### config.mk
export PLATFORM = sky130hd
export DESIGN_NAME = arithmetic_part
export DESIGN_NICKNAME = d
export VERILOG_FILES = /design/src/rtl/arith_pkg.sv /design/src/rtl/arith_core.sv /design/src/rtl/arithmetic_part.sv
export SDC_FILE = /design/constraint.sdc
export NUM_CORES = 1
export LEC_CHECK = 0
export BUFFER_PORTS_ARGS = -buffer_cell sky130_fd_sc_hd__buf_2
export CAP_MARGIN = 20
export CORE_MARGIN = 2
export CORE_UTILIZATION = 30
export CTS_BUF_LIST = sky130_fd_sc_hd__clkbuf_8
export CTS_CLUSTER_DIAMETER = 200
export DETAILED_ROUTE_END_ITERATION = 7
export PLACE_DENSITY = 0.59
export SLEW_MARGIN = 0
export SYNTH_ARGS = -nofsm -noshare
export SYNTH_HDL_FRONTEND = slang
export SYNTH_SLANG_ARGS = --single-unit
### constraint.sdc
create_clock -name clk -period 1.2 [get_ports clk]
set_input_delay 0.12 -clock clk [delete_from_list [all_inputs] [get_ports clk]]
set_output_delay 0.12 -clock clk [all_outputs]
set_load 0.02 [all_outputs]
### src/rtl/arith_pkg.sv
// rtl/arith_pkg.sv - ALUop codes and operation type shared by the arithmetic block (ARITH_SLTU_EN enables OP_SLTU)
package arith_pkg;

    typedef logic [3:0] alu_op_t;

    localparam alu_op_t OP_AND  = 4'b0000;
    localparam alu_op_t OP_OR   = 4'b0001;
    localparam alu_op_t OP_ADD  = 4'b0010;
    localparam alu_op_t OP_SUB  = 4'b0110;
    localparam alu_op_t OP_SLT  = 4'b0111;
    localparam alu_op_t OP_SLTU = 4'b1000;
    localparam alu_op_t OP_NOR  = 4'b1100;

endpackage

### src/rtl/arith_core.sv
// rtl/arith_core.sv - combinational ALU datapath producing next result and signed overflow (ARITH_SLTU_EN adds SLTU)
module arith_core
    import arith_pkg::*;
#(
    parameter int WIDTH = 32
) (
    input  logic [WIDTH-1:0] a,
    input  logic [WIDTH-1:0] b,
    input  alu_op_t          ALUop,
    output logic [WIDTH-1:0] next_result,
    output logic             next_overflow
);

    logic [WIDTH-1:0] sum;
    logic [WIDTH-1:0] diff;
    logic             a_sign;
    logic             b_sign;

    assign sum    = a + b;
    assign diff   = a - b;
    assign a_sign = a[WIDTH-1];
    assign b_sign = b[WIDTH-1];

    // Operation decode; SLT uses a true signed compare so it stays correct when a-b overflows
    always_comb begin
        next_result   = '0;
        next_overflow = 1'b0;
        case (ALUop)
            OP_AND: next_result = a & b;
            OP_OR:  next_result = a | b;
            OP_NOR: next_result = ~(a | b);
            OP_ADD: begin
                next_result   = sum;
                next_overflow = (a_sign == b_sign) && (sum[WIDTH-1] != a_sign);
            end
            OP_SUB: begin
                next_result   = diff;
                next_overflow = (a_sign != b_sign) && (diff[WIDTH-1] != a_sign);
            end
            OP_SLT: next_result = {{(WIDTH-1){1'b0}}, ($signed(a) < $signed(b))};
`ifdef ARITH_SLTU_EN
            OP_SLTU: next_result = {{(WIDTH-1){1'b0}}, (a < b)};
`endif
            default: begin
                next_result   = '0;
                next_overflow = 1'b0;
            end
        endcase
    end

endmodule

### src/rtl/arithmetic_part.sv
// rtl/arithmetic_part.sv - registered ALU stage with 1-cycle latency around arith_core (ARITH_SLTU_EN passes through to the core)
module arithmetic_part
    import arith_pkg::*;
#(
    parameter int WIDTH = 32
) (
    input  logic             clk,
    input  logic             reset,
    input  logic [WIDTH-1:0] a,
    input  logic [WIDTH-1:0] b,
    input  alu_op_t          ALUop,
    input  logic             in_valid,
    output logic [WIDTH-1:0] result,
    output logic             out_valid,
    output logic             zero,
    output logic             overflow
);

    logic [WIDTH-1:0] next_result;
    logic             next_overflow;

    arith_core #(
        .WIDTH(WIDTH)
    ) u_core (
        .a            (a),
        .b            (b),
        .ALUop        (ALUop),
        .next_result  (next_result),
        .next_overflow(next_overflow)
    );

    // Capture a valid operation each cycle; hold the last result while in_valid is low
    always_ff @(posedge clk or posedge reset) begin
        if (reset) begin
            result    <= '0;
            zero      <= 1'b0;
            overflow  <= 1'b0;
            out_valid <= 1'b0;
        end else begin
            out_valid <= in_valid;
            if (in_valid) begin
                result   <= next_result;
                zero     <= (next_result == '0);
                overflow <= next_overflow;
            end
        end
    end

endmodule

**Word-level counts from Yosys, hierarchy flattened**

Index checks and enable logic that the tools add are counted.

- Reductions and logical operators: 4
- Magnitude comparators: 1
- Equal/unequal tests: 9
- Add/sub/neg operators: 2
- Mux-type cells: 2
- Bitwise gates (word level): 3

Operators by type and width:

| kind | count |
|---|---|
| 32-bit one-hot mux with 6 select lines | 1 |
| 32-bit adder | 1 |
| 32-bit AND | 1 |
| 32-bit logical NOT | 1 |
| 32-bit < comparator | 1 |
| 32-bit inverter | 1 |
| 32-bit OR | 1 |
| 32-bit subtractor | 1 |
| 4-bit by 3-bit == test with 1-bit output, second input constant | 2 |
| 4-bit by 1-bit == test with 1-bit output, second input constant | 1 |
| 4-bit by 2-bit == test with 1-bit output, second input constant | 1 |
| 4-bit == test, second input constant | 1 |
| 4-bit logical NOT | 1 |
| 1-bit != test | 3 |
| 1-bit logical AND | 2 |
| 1-bit one-hot mux with 2 select lines | 1 |
| 1-bit == test | 1 |

- Bits in registers: 35
- Logic and storage cells: 25
- Output and inout bits: 35
- Bits of input ports: 71

**Longest topological paths before layout**

- Word-level depth: 4
- Depth in mapped cells: 14
- Depth with buffers taken out: 14

**Cells and area by module**

Synthesis repeated with hierarchy kept, for this count alone.

- Cells, all modules: 798
- Area, all modules: 6,007.0 um^2

Modules (own cells, without submodules):

| module | instances | area each (um^2) | cells each | seq. area each (um^2) |
|---|---|---|---|---|
| arith_core | 1 | 4,634.4 | 712 | 0.0 |
| arithmetic_part | 1 | 1,372.6 | 86 | 875.8 |

**Worst setup path after synthesis**

Ideal clock, no wire load.

- Path type: input to register
- From: in a[0]
- To: reg zero
- Path buffers: 0
- Arrival: 3,060 ps
- Library setup time: 95 ps
- Data required time: 1,105 ps
- Slack: -1,956 ps
- Stages on the path: 14
- Cell sequence: inv_1 > ha_1 > fa_1 > o21ba_1 > or4_4 > a211oi_2 > or2_1 > a21oi_1 > or3_1 > a21oi_1 > nand4_1 > nor4_2 > nand4_1 > o32ai_2

- Word-level cells in the longest chain between the ends: 4
- Elaborated cells between the ends (all ways): 8
- Those cells by class: add/sub (2); order compare (1); mux (1); bitwise (3); reduce/logical (1)

Ends and longest elaborated chain:

| item | line | source |
|---|---|---|
| start, declared | arithmetic_part.sv:9 | `input logic [WIDTH-1:0] a,` |
| branches (longest 2 deep; another with 32-bit subtractor) | n/a |  |
| 32-bit one-hot mux with 6 select lines (*) | arith_core.sv:28 | `case (ALUop)` |
| 32-bit logical NOT (*) | arithmetic_part.sv:43 | `zero <= (next_result == '0);` |
| end signal, assigned | arithmetic_part.sv:43 |  |
| end, declared | arithmetic_part.sv:15 | `output logic zero,` |

Every way passes the cells marked *.
A chain may end at the register's enable or synchronous reset.

**Worst setup path in the final report**

Ends and elaborated chain as after synthesis.

==> results summary <==
The tree is rooted in a sky130_fd_sc_hd__clkbuf_8. The hold slack is 0.329 ns. The global placement routability congestion is 0.978. The clock period minus final worst setup slack came out at 3.14 ns.

The largest net degree at the start of global routing is 58. The origin of the worst setup path is a[0]. The share of synthesized cell area in full adder, half adder and majority cells came out at 17.8%. In this run the worst hold path is classified as primary input to register. After floorplanning, the core was divided into 56 placement rows. The delay of the slowest cell on the worst path came out at 0.41 ns. The worst setup skew after layout is 0 ns. The count of nets left with antenna violations after detail routing came out at 0. The die covers 0.0247 sq mm. The count of synthesis-stage warnings from yosys is 0. The final core area utilization came out at 54.1%. STA classifies the critical path startpoint as a primary input. The HPWL after detailed placement came out at 25900 um.

By area, the combinational part of the netlist is dominated by compound AO/OA/AOI/OAI gates. The worst setup path is captured at a register. The width of the die is 157 um. The core region is 0.0233 sq mm. The arrival time of the worst setup path is 3.33 ns.

The sum of negative setup slack is -44.21 ns. The growth of design area from synthesis to finish came out at 78.5%. Power spread over the standard cell area amounts to 669 mW/mm^2. The fraction of registers with async set/reset came out at 100%. The layout cell share with drive strength beyond 1 is 52.3%. At the later pin of the worst-skew pair, clock insertion delay measures 0.29 ns. Traced cell by cell, the critical path runs through buf_12, buf_6, ha_4, buf_6, buf_6, buf_6, a21o_4, nand4_1, buf_4, a2111oi_4, or3b_4, buf_4, a221o_1, a21oi_4, nand4_1, nor4_2, nand4_1, o32ai_2. The initial core utilization came out at 30.3%.

For this run, the post-layout net count is 1634. The synthesized netlist net count came out at 1131. The share of the clock period used by the worst path came out at 261%. The wire length per cell after detailed routing came out at 17.9 um. The number of failing setup endpoints in the final timing report is 34. The instance area at placement came out at 0.0110 sq mm. In this run the most critical hold path is launched from a[31]. The number of unique standard cell types used by synthesis is 102. The H-tree depth is 2.

Summing the areas of all and, or, nand and nor instances in the mapped netlist gives 21.6% of the synthesized area. The maximum buffer depth of the clock tree is 2. Ranked by total cell area, the synthesized netlist is headed by sky130_fd_sc_hd__ha_1 (17%), sky130_fd_sc_hd__dfrtp_1 (12%), sky130_fd_sc_hd__a21oi_1 (7.0%). The die is 157 um tall. The library cell with the largest summed area after synthesis is sky130_fd_sc_hd__ha_1. The most common cell in the synthesized netlist is sky130_fd_sc_hd__nor2_1. The count of port buffers added during placement came out at 105. The mean post-synth cell area came out at 7.34 sq um. The clock sink count is 35. The compound-gate portion of the synthesized area is 35.0%. For this run, the leading register cell type out of synthesis is sky130_fd_sc_hd__dfrtp_1. The number of antenna violations at the first check in global routing is 0. The clock edge transition at the registers on the reported setup and hold paths is 0.07 ns.

The diode insertion count for antenna repair came out at 0. The total via count after detailed routing is 9412. Along the worst path, the maximum fanout reaches 4. The actual transition at the worst max-transition pin came out at 0.717 ns.

The checks that failed: negative setup slack. The fraction of post-synthesis cell area in the top cell type by area came out at 17.2%. The count of pins over their slew limit was 0. Among all stages on the critical path, the largest delay is contributed by sky130_fd_sc_hd__or3b_4. The required time at the worst-slack endpoint is 1.40 ns.

The total of max-cap violations is 0. The highest clock rate is 319 MHz. The number of flops mapped to enable cells by yosys came out at 0. Global routing used 24.9% of the available tracks across all layers. The parity-gate share of the synthesized area counting xor and xnor cells is 0.745%. Sorting the synthesized cells by how often they occur yields sky130_fd_sc_hd__nor2_1 (129), sky130_fd_sc_hd__a21oi_1 (98), sky130_fd_sc_hd__ha_1 (97), sky130_fd_sc_hd__inv_1 (97), sky130_fd_sc_hd__nand2_1 (58). The run finished, with violations left. The portion of synthesized area spent on multiplexers is 1.74%.

After global routing the overflow that remains totals 0. Clock tree synthesis inserted a total of 5 buffers. The cell area after technology mapping came out at 0.00705 sq mm. Dividing the detail-routed via count by the number of cells gives 5.28.

The via count of the first global-routing pass is 9328. The I/O pin total is 106. The count of endpoints failing hold in the final timing report came out at 0. The cell count after synthesis came out at 961. The launch point of the worst reg-to-reg path is result[7]$_DFFE_PP0P_. The maximum resistive drop on vdd is 0.461 mV.

In this run the tightest slew margin relative to its limit is 52.2%. In this run, synthesis produced a sequential element count of 35. Counting stages on the worst path, the most repeated cell is sky130_fd_sc_hd__buf_6. The critical path start-end classification is primary input to register. The first-pass GRT wire length is 48300 um. For this design the static power due to leakage is 5.93 nW.

Summing all non-filler instances in the final layout gives an area of 0.0126 sq mm. The sequential fraction of the synthesis area is 12.4%. The post-route worst setup slack is -1.94 ns. The total wire length came out at 32000 um.

Setup repair after global routing could not meet its margin everywhere. The number of detailed-route iterations in the first pass came out at 5. The total DRC errors in the routed layout came out at 0.

The CTS tree is done. The detailed router finished its first iteration with 532 violations.
## stage by stage
stage / setup WS, ns / total power (W) / std cells
3_3_place_gp: -2.30 / 0.00656 / 1726
3_5_place_dp: -2.39 / 0.00659 / 1726
4_1_cts: -1.92 / 0.00802 / 1770
5_1_grt: -2.07 / 0.00892 / 1784
6_report: -1.94 / 0.00842 / 1784
2_1_floorplan: -1.73 / 0.00403 / 961
## repair_timing
item / in CTS / in global routing
hold endpoints to repair: 35 / 0
hold buffers: 1 / 0
setup endpoints to repair: 34 / 34
buffers inserted: 37 / 21
gates resized for setup: 141 / 108
pin swaps: 66 / 55
## critical path: cells and delay by family
| kind | cells | cell delay [ns] |
|---|---|---|
| AND/OR/NAND/NOR | 5 | 1.13 |
| buffers and inverters | 7 | 0.85 |
| AO/OA/AOI/OAI | 5 | 1.04 |
| adder cells (fa/ha/maj) | 1 | 0.17 |
## worst paths after layout
check	slack [ns]	to	cells after the start
worst max register to register	0.42	result[7]$_DFFE_PP0P_	1
worst min-delay path	0.33	overflow$_DFFE_PP0P_	5
worst max-delay path	-1.94	zero$_DFFE_PP0P_	18
min in group asynchronous	0.48	result[20]$_DFFE_PP0P_	4
worst min register to register	0.52	result[22]$_DFFE_PP0P_	2
max in group asynchronous	0.39	result[27]$_DFFE_PP0P_	4
## cells by family after synthesis
logic type               count (synthesis)
XOR/XNOR                                 6
adder cells (fa/ha/maj)                 99
buffers and inverters                  154
AND/OR/NAND/NOR                        316
AO/OA/AOI/OAI                          340
flip-flops                              35
multiplexers                            11
## sequential cells by signal (all words and copies together) (netlist names)
name,cells
overflow,1
out_valid,1
zero,1
result,32
## power by group
part	leakage (nW)	switching, W	internal (W)
sequential	0.425	0.0000910	0.00134
clock	0.0453	0.000456	0.000397
combinational	5.46	0.00311	0.00303
total	5.93	0.00365	0.00477
## cell type report
class	instances	area (sq um)
Clock buffer	5	68.8
Clock inverter	3	16.3
Fill cell	2249	10700
Inverter	99	417
Multi-Input combinational cell	772	6610
Sequential cell	35	876
Tap cell	319	399
Timing Repair Buffer	551	4200
## cells in the final DEF (no fill, tap or decap), drive strengths merged, types with 6 or more instances in the layout
cell and count:
buf 550, nor2 129, inv 100, a21oi 100, ha 97, nand2 58, o21ai 42, dfrtp 35
nor3 25, nand3 21, a31oi 19, a221o 17, a221oi 17, nand4 15, o211ai 12, o31ai 12
a21o 11, and2 11, mux2 10, nor4 10, or2 9, o221ai 9, a2111oi 7, o22ai 7
a211oi 7, o21a 6, o2111ai 6, nor2b 6, a311oi 6
## layer usage
metal	track usage [%]	vias to the layer above	wire length (um)
met5	0	-	0
met4	11.4	0	1540
met3	2.12	74	1110
met2	46.6	296	16400
met1	28.4	4496	12900
li1	-	4546	-
Power figures use the tool's default switching activity.
